--- config.mk ---
export PLATFORM = sky130hd
export DESIGN_NAME = bw_hpt_walker
export DESIGN_NICKNAME = d
export VERILOG_FILES = /design/src/rtl/bw_hpt_walker.sv
export SDC_FILE = /design/constraint.sdc
export NUM_CORES = 1
export LEC_CHECK = 0
export CORE_AREA = 2 2 233 235
export CTS_CLUSTER_DIAMETER = 150
export DETAILED_ROUTE_END_ITERATION = 8
export DIE_AREA = 0 0 235 237
export PLACE_DENSITY_LB_ADDON = 0.2
export SKIP_LAST_GASP = 1
export SYNTH_ARGS = -nofsm -noshare
export SYNTH_HDL_FRONTEND = slang
export SYNTH_SLANG_ARGS = --single-unit
--- constraint.sdc ---
create_clock -name clk_i -period 44.5 [get_ports clk_i]
set_input_delay 8.9 -clock clk_i [delete_from_list [all_inputs] [get_ports clk_i]]
set_output_delay 8.9 -clock clk_i [all_outputs]
set_load 0.01 [all_outputs]
--- src/rtl/bw_hpt_walker.sv ---
// Hash page-table walker: hashes VA+ASID to a PTG bucket, scans its 8 HPTEs, linear-probes on miss.
// Optional accessed-bit write-back is compiled in with BW_HPTW_ABIT_UPDATE_EN.
module bw_hpt_walker #(
  parameter int AWID      = 64,
  parameter int HBITS     = 10,
  parameter int MAX_PROBE = 4
) (
  input  logic            clk_i,
  input  logic            rst_i,
  input  logic            req_i,
  output logic            req_rdy_o,
  input  logic [AWID-1:0] vadr_i,
  input  logic [9:0]      asid_i,
  input  logic [AWID-1:0] ptbr_i,
  output logic            resp_v_o,
  output logic            resp_hit_o,
  output logic            resp_err_o,
  output logic [127:0]    resp_pte_o,
  output logic [2:0]      resp_idx_o,
  output logic            mem_cyc_o,
  output logic            mem_we_o,
  output logic [AWID-1:0] mem_adr_o,
  output logic [127:0]    mem_dat_o,
  input  logic            mem_ack_i,
  input  logic            mem_err_i,
  input  logic [127:0]    mem_dat_i
);

  typedef enum logic [2:0] {
    S_IDLE, S_FETCH, S_EVAL, S_ABITWR, S_DONE, S_FAULT
  } state_t;

  localparam logic [3:0] LAST_PROBE = 4'(MAX_PROBE - 1);

  state_t state_q, state_d;

  // Only VA[61:14] takes part in the match; the rest is not stored.
  logic [47:0]      va_q, va_d;
  logic [9:0]       asid_q, asid_d;
  logic [AWID-1:0]  ptbr_q, ptbr_d;
  logic [HBITS-1:0] h_q, h_d;
  logic [3:0]       n_q, n_d;
  logic [2:0]       k_q, k_d;

  logic             mhit_q, mhit_d;
  logic [2:0]       midx_q, midx_d;
  logic [127:0]     mpte_q, mpte_d;

  logic             rhit_q, rhit_d;
  logic             rerr_q, rerr_d;
  logic [127:0]     rpte_q, rpte_d;
  logic [2:0]       ridx_q, ridx_d;

  logic             beat_hit;
  logic [AWID-1:0]  bucket_adr;
  logic [2:0]       beat_sel;
  logic             bus_act;

  logic unused_vadr;
  assign unused_vadr = ^{vadr_i[AWID-1:62], vadr_i[13:0]};

  function automatic logic pte_match(input logic [127:0] p, input logic [47:0] va,
                                     input logic [9:0] as);
    return p[31] && (p[47:32] == va[15:0]) && (p[127:96] == va[47:16]) &&
           (p[53] || (p[63:54] == as));
  endfunction

  assign beat_hit   = pte_match(mem_dat_i, va_q, asid_q);
  assign bucket_adr = ptbr_q + AWID'({h_q, 7'b0});

`ifdef BW_HPTW_ABIT_UPDATE_EN
  // wph_q=0: one setup cycle before the write beat goes on the bus.
  logic         wph_q, wph_d;
  logic [127:0] mpte_aset;
  logic         wr_beat;

  assign mpte_aset = {mpte_q[127:18], 1'b1, mpte_q[16:0]};
  assign wr_beat   = (state_q == S_ABITWR) && wph_q;
  assign beat_sel  = (state_q == S_ABITWR) ? midx_q : k_q;
  assign bus_act   = (state_q == S_FETCH) || wr_beat;
  assign mem_we_o  = wr_beat;
  assign mem_dat_o = wr_beat ? mpte_aset : '0;
`else
  assign beat_sel  = k_q;
  assign bus_act   = (state_q == S_FETCH);
  assign mem_we_o  = 1'b0;
  assign mem_dat_o = '0;
`endif

  assign mem_cyc_o  = bus_act;
  assign mem_adr_o  = bus_act ? (bucket_adr + AWID'({beat_sel, 4'b0})) : '0;
  assign req_rdy_o  = (state_q == S_IDLE);
  assign resp_v_o   = (state_q == S_DONE) || (state_q == S_FAULT);
  assign resp_hit_o = rhit_q;
  assign resp_err_o = rerr_q;
  assign resp_pte_o = rpte_q;
  assign resp_idx_o = ridx_q;

  always_comb begin
    state_d = state_q;
    va_d    = va_q;
    asid_d  = asid_q;
    ptbr_d  = ptbr_q;
    h_d     = h_q;
    n_d     = n_q;
    k_d     = k_q;
    mhit_d  = mhit_q;
    midx_d  = midx_q;
    mpte_d  = mpte_q;
    rhit_d  = rhit_q;
    rerr_d  = rerr_q;
    rpte_d  = rpte_q;
    ridx_d  = ridx_q;
`ifdef BW_HPTW_ABIT_UPDATE_EN
    wph_d   = wph_q;
`endif
    case (state_q)
      S_IDLE: begin
        if (req_i) begin
          va_d    = vadr_i[61:14];
          asid_d  = asid_i;
          ptbr_d  = ptbr_i;
          h_d     = HBITS'(vadr_i[23:14] ^ asid_i);
          n_d     = '0;
          k_d     = '0;
          mhit_d  = 1'b0;
          state_d = S_FETCH;
        end
      end
      S_FETCH: begin
        if (mem_err_i) begin
          rhit_d  = 1'b0;
          rerr_d  = 1'b1;
          rpte_d  = '0;
          ridx_d  = '0;
          state_d = S_FAULT;
        end else if (mem_ack_i) begin
          if (beat_hit && !mhit_q) begin
            mhit_d = 1'b1;
            midx_d = k_q;
            mpte_d = mem_dat_i;
          end
          k_d = k_q + 3'd1;
          if (k_q == 3'd7) state_d = S_EVAL;
        end
      end
      S_EVAL: begin
        if (mhit_q) begin
`ifdef BW_HPTW_ABIT_UPDATE_EN
          if (!mpte_q[17]) begin
            wph_d   = 1'b0;
            state_d = S_ABITWR;
          end else begin
            rhit_d  = 1'b1;
            rerr_d  = 1'b0;
            rpte_d  = mpte_q;
            ridx_d  = midx_q;
            state_d = S_DONE;
          end
`else
          rhit_d  = 1'b1;
          rerr_d  = 1'b0;
          rpte_d  = mpte_q;
          ridx_d  = midx_q;
          state_d = S_DONE;
`endif
        end else if (n_q < LAST_PROBE) begin
          n_d     = n_q + 4'd1;
          h_d     = h_q + 1'b1;
          k_d     = '0;
          state_d = S_FETCH;
        end else begin
          rhit_d  = 1'b0;
          rerr_d  = 1'b0;
          rpte_d  = '0;
          ridx_d  = '0;
          state_d = S_FAULT;
        end
      end
`ifdef BW_HPTW_ABIT_UPDATE_EN
      S_ABITWR: begin
        if (!wph_q) begin
          wph_d = 1'b1;
        end else if (mem_err_i) begin
          rhit_d  = 1'b0;
          rerr_d  = 1'b1;
          rpte_d  = '0;
          ridx_d  = '0;
          state_d = S_FAULT;
        end else if (mem_ack_i) begin
          rhit_d  = 1'b1;
          rerr_d  = 1'b0;
          rpte_d  = mpte_aset;
          ridx_d  = midx_q;
          state_d = S_DONE;
        end
      end
`endif
      S_DONE:  state_d = S_IDLE;
      S_FAULT: state_d = S_IDLE;
      default: state_d = S_IDLE;
    endcase
  end

  always_ff @(posedge clk_i or posedge rst_i) begin
    if (rst_i) begin
      state_q <= S_IDLE;
      va_q    <= '0;
      asid_q  <= '0;
      ptbr_q  <= '0;
      h_q     <= '0;
      n_q     <= '0;
      k_q     <= '0;
      mhit_q  <= 1'b0;
      midx_q  <= '0;
      mpte_q  <= '0;
      rhit_q  <= 1'b0;
      rerr_q  <= 1'b0;
      rpte_q  <= '0;
      ridx_q  <= '0;
    end else begin
      state_q <= state_d;
      va_q    <= va_d;
      asid_q  <= asid_d;
      ptbr_q  <= ptbr_d;
      h_q     <= h_d;
      n_q     <= n_d;
      k_q     <= k_d;
      mhit_q  <= mhit_d;
      midx_q  <= midx_d;
      mpte_q  <= mpte_d;
      rhit_q  <= rhit_d;
      rerr_q  <= rerr_d;
      rpte_q  <= rpte_d;
      ridx_q  <= ridx_d;
    end
  end

`ifdef BW_HPTW_ABIT_UPDATE_EN
  always_ff @(posedge clk_i or posedge rst_i) begin
    if (rst_i) wph_q <= 1'b0;
    else       wph_q <= wph_d;
  end
`endif

endmodule

After elaboration in Yosys (flattened, before gate mapping)
Cells that the tools add are included.

Logic and storage cells: 101. Register bits: 407.

Mux-type cells: 42. Reduce and logical (&&, ||, !) cells: 19. Bitwise logic cells: 2. Add/subtract/negate cells: 5. Eq/ne operators: 18. Magnitude comparators: 1.

Operators with widths (number): 2-to-1 mux 128 bit (3); one-hot mux 128 bit (2 select lines) (1); adder 64 x 17 -> 64 bit (1); adder 64 x 7 -> 64 bit (1); 2-to-1 mux 64 bit (1); 2-to-1 mux 3 bit (14); == test 32 bit (1); 2-to-1 mux 10 bit (3); one-hot mux 10 bit (2 select lines) (1); one-hot mux 3 bit (3 select lines) (2); == test 16 bit (1); 2-to-1 mux 4 bit (3); inequality test 2 bit (second input constant) (6); adder 10 x 1 -> 10 bit (second input constant) (1); == test 10 bit (1); XOR 10 bit (1); == test 3 bit (second input constant) (3); 2-to-1 mux 1 bit (9); one-hot mux 4 bit (2 select lines) (1); AND reduction 4 bit (2); inequality test 3 bit (second input constant) (2); one-hot mux 1 bit (2 select lines) (3); one-hot mux 3 bit (2 select lines) (1); AND reduction 3 bit (2); 17 further kinds (23).

Depth between registers and ports, before layout
Word-level depth: 9. Gate-level depth with buffers: 10. Depth with buffers taken out: 8.

Worst setup path after synthesis
Ideal clock, no wire load.

Path type: register to output. Start: register h_q[0]. End: output mem_adr_o[35]. Path buffers: 2. Slack: 33.017 ns. Stages on the path, launching flop included: 10. Data arrival time: 2.583 ns. Cell sequence: dfrtp_1 -> ha_1 -> a21o_1 -> a21oi_1 -> a211oi_1 -> nor3_1 -> clkbuf_1 -> buf_2 -> o21ai_0 -> a21oi_1.

Longest elaborated chain between the ends: 3.

Ends and longest elaborated chain: start, declared (RTL line 41) `logic [HBITS-1:0] h_q, h_d;`; start signal, assigned (RTL line 211) `h_q <= '0;`; start signal, assigned (RTL line 226) `h_q <= h_d;`; adder 64 x 17 -> 64 bit (RTL line 69) `assign bucket_adr = ptbr_q + AWID'({h_q, 7'b0});`; adder 64 x 7 -> 64 bit (RTL line 91) `assign mem_adr_o = bus_act ? (bucket_adr + AWID'({beat_sel, 4'b0})) : '0;`; 2-to-1 mux 64 bit (RTL line 91); end, declared (RTL line 22) `output logic [AWID-1:0] mem_adr_o,`.

Every way passes these cells.

Worst setup path in the final report
Start: register ptbr_q[21]. End: output mem_adr_o[55].

Longest elaborated chain between the ends: 3.

Ends and longest elaborated chain: start, declared (RTL line 40) `logic [AWID-1:0] ptbr_q, ptbr_d;`; start signal, assigned (RTL line 225) `ptbr_q <= ptbr_d;`; adder 64 x 17 -> 64 bit (RTL line 69); adder 64 x 7 -> 64 bit (RTL line 91); 2-to-1 mux 64 bit (RTL line 91).

Every way passes these cells.

==> results_dict.tcl <==
set metrics [dict create \
    outcome "finished, final reports clean" \
    drc 0 \
    ir_drop_uv 26.1 \
    critPathSlowestCell "or4_1" \
    fin_area_mm2 0.0250 \
    hp-class "reg2reg" \
    drtIter0Drc 827 \
    place_area_mm2 0.0235 \
    wirelength_um 56000 \
    fin_hold_ws_ps 468 \
    end_kind "primary output" \
    tightest_slew_ps 1140 \
    first_pass_iters 5 \
    cp_max_fo 23 \
    start_util_pct 35.4 \
    critical_path.max_stage_delay_ps 680 \
    drv_cap 0 \
    cts_hold_buf 0 \
    syn2layout_area_growth_pct 32.7 \
    grtUsageMet3_pct 4.78 \
    avgSynthCellArea_um2 10.7 \
    finalSetupViolations 0 \
    hpwl_um 39200 \
    seq_area_frac_synth_pct 54.1 \
    hold_viol 0 \
    netlist_area_mm2 0.0188 \
    path_clk_slew_ps 60 \
    maxSlewViolCount 0 \
    fin_skew_ps 18.6 \
    ios 600 \
    cts_resized 0 \
    die_area_mm2 0.0557 \
    setup_tns_ps 0 \
    async_flop_share_pct 100 \
    vias_per_cell 4.88 \
    grt_max_degree 129 \
    layout_commonest_cell "clkdlybuf4s50_1" \
    cts-htree-levels 2 \
    core-area_mm2 0.0533 \
    crit_buf_inv 1 \
    crit_chain "and3_1, nand4_1, nor3_2, nand3_1, or4_1, a21oi_1, clkdlybuf4s50_1" \
    cp.arrival_ps 4510 \
    grt_pass1_wl_um 86500 \
    yosysWarnings 0 \
    switching_share_pct 35.0 \
    startpoint_type "flip-flop" \
    required_ps 35600 \
    cellLeakagePower_nw 11.8 \
    synthCells 1768 \
    p_seq_share_pct 38.9 \
    clockPowerShare_pct 30.2 \
    rows 85 \
    insertion_delay_ps 580 \
    overflow 0 \
    pwr_density_cell_mw_per_mm2 49.8 \
    die_h_um 237 \
    min_period_ps 13410 \
    fmax_mhz 74.6 \
    final_nets 2477 \
    postCtsSetupRepairBufs 0 \
    clock-sinks 407 \
    grt_use_total_pct 19.7 \
    drive_above_1_share_pct 6.97 \
    cts_tree "done" \
    top_usage_layer "met2" \
    synth_edf_count 0 \
    grtUsageMet2_pct 32.5 \
    antenna_found_initial 3 \
    synth-seq-cells 407 \
    cts_buffers 46 \
    synth_ff_type "dfrtp_1" \
    criticalPathCategory "reg2out" \
    rsz0062_at_grt "false" \
    io_buffers 454 \
    die_w_um 235 \
    final_cell_mix "clkdlybuf4s50_1, dfrtp_1, nand2_1" \
    synth_cell_types 56 \
    grt_pass1_vias 14200 \
    cts_root_buf "clkbuf_16" \
    period_share_pct 30.1 \
    max_slew_margin_pct 24.2 \
    p_switching_uw 437 \
    avgRoutedWirePerCell_um 19.1 \
    via_count 14300 \
    ant_nets 0 \
    cts_buffer_depth 3 \
    p_int_uw 809 \
    utilization_pct 46.9 \
    gp_congestion 0.797 \
    gr-usage-met1_pct 26.1 \
    cp_top_family "simple AND/OR/NAND/NOR gates" \
    p_comb_share_pct 30.9 \
]
-- logic make-up (layout without fill, tap and decap cells) --
| group | count (synthesis) | count (layout) | share of synthesized area [%] |
|---|---|---|---|
| buffers and inverters | 246 | 574 | 7.88 |
| other | 1 | 132 | 0.0199 |
| and+or+nand+nor | 581 | 581 | 13.7 |
| muxes | 135 | 135 | 8.04 |
| adders and majority gates | 18 | 18 | 1.24 |
| DFF | 407 | 407 | 54.1 |
| xor gates and xnor gates | 74 | 74 | 3.44 |
| AOI/OAI and AO/OA | 306 | 306 | 11.6 |
-- worst register-to-register path, delay by kind of cell, from the launching register on --
| family | cells | cell delay, ps |
|---|---|---|
| AOI/OAI and AO/OA | 2 | 640 |
| and+or+nand+nor | 1 | 270 |
| buffers and inverters | 4 | 2740 |
| DFF | 1 | 520 |
-- cell type report --
| type | instances | area, um2 |
|---|---|---|
| Sequential cell | 407 | 10200 |
| Antenna cell | 3 | 7.51 |
| Timing Repair Buffer | 469 | 4660 |
| Multi-Input combinational cell | 1243 | 7680 |
| Inverter | 21 | 86.3 |
| Fill cell | 4979 | 28300 |
| Clock buffer | 67 | 1360 |
| Tap cell | 696 | 871 |
| Clock inverter | 17 | 144 |
-- synth_stat cells (3+ instances only) --
library cell | count | share of area, %
a21o_1 | 9 | 0.36
a21oi_1 | 68 | 1.8
a22o_1 | 134 | 6.2
and2_1 | 10 | 0.33
and3_1 | 12 | 0.40
and4_1 | 4 | 0.19
buf_1 | 3 | 0.060
buf_2 | 10 | 0.27
buf_4 | 130 | 5.2
buf_6 | 8 | 0.48
clkbuf_1 | 74 | 1.5
dfrtp_1 | 407 | 54
ha_1 | 17 | 1.1
inv_1 | 20 | 0.40
mux2_1 | 78 | 4.7
mux2_2 | 53 | 3.2
mux2i_1 | 4 | 0.21
nand2_1 | 399 | 7.9
nand3_1 | 21 | 0.56
nand3b_1 | 3 | 0.12
nand4_1 | 19 | 0.63
nand4b_1 | 4 | 0.19
nor2_1 | 36 | 0.72
nor2b_1 | 3 | 0.10
nor3_1 | 15 | 0.40
nor4_1 | 14 | 0.46
o211ai_1 | 5 | 0.20
o21a_1 | 7 | 0.28
o21ai_0 | 41 | 1.1
o22ai_1 | 6 | 0.20
o31ai_1 | 21 | 0.84
or3_1 | 12 | 0.40
or4_1 | 21 | 0.84
xnor2_1 | 27 | 1.3
xor2_1 | 47 | 2.2
-- power groups by stage --
stage / logic (mW) / registers [mW] / clock network [mW]
floorplan: 0.243 / 0.474 / 0
finish: 0.386 / 0.484 / 0.376
CTS: 0.392 / 0.484 / 0.388
global placement: 0.385 / 0.487 / 0
detailed placement: 0.388 / 0.490 / 0
global route: 0.434 / 0.494 / 0.403
-- registers in the layout, indices dropped and copies added (netlist names) --
| signal | cells |
|---|---|
| mpte_q | 128 |
| resp_pte_o | 128 |
| ptbr_q | 64 |
| va_q | 48 |
| asid_q | 10 |
| h_q | 10 |
| n_q | 4 |
| beat_sel | 3 |
| midx_q | 3 |
| resp_idx_o | 3 |
| state_q | 3 |
| mhit_q | 1 |
| resp_err_o | 1 |
| resp_hit_o | 1 |
-- stage by stage --
stage / instances / setup WS, ps / total power, mW
after global routing: 2923 / 30770 / 1.33
final: 2923 / 31090 / 1.25
after detailed placement: 2836 / 31340 / 0.878
after CTS: 2920 / 31090 / 1.26
after global placement: 2836 / 31340 / 0.872
after floorplan: 1896 / 24280 / 0.717
-- worst paths after layout --
path,from,endpoint,cells past startpoint,slack [ps]
min in group asynchronous,rst_i,resp_pte_o[70],2,8870
setup / recovery,ptbr_q[21],mem_adr_o[55],7,31090
setup reg to reg,state_q[1],resp_pte_o[53],7,40260
hold / removal,mpte_q[31],mpte_q[31],1,470
max in group asynchronous,rst_i,resp_pte_o[12],4,33160
hold reg to reg,mpte_q[31],mpte_q[31],1,470
-- layer usage --
layer,vias to the layer above,share of wire (%),wire (um)
met1,7051,44,24500
met4,0,1.6,909
met2,408,48,27000
met5,-,0,0
li1,6734,-,-
met3,60,6.4,3600
Note: power is estimated with default switching activity, not from simulation.
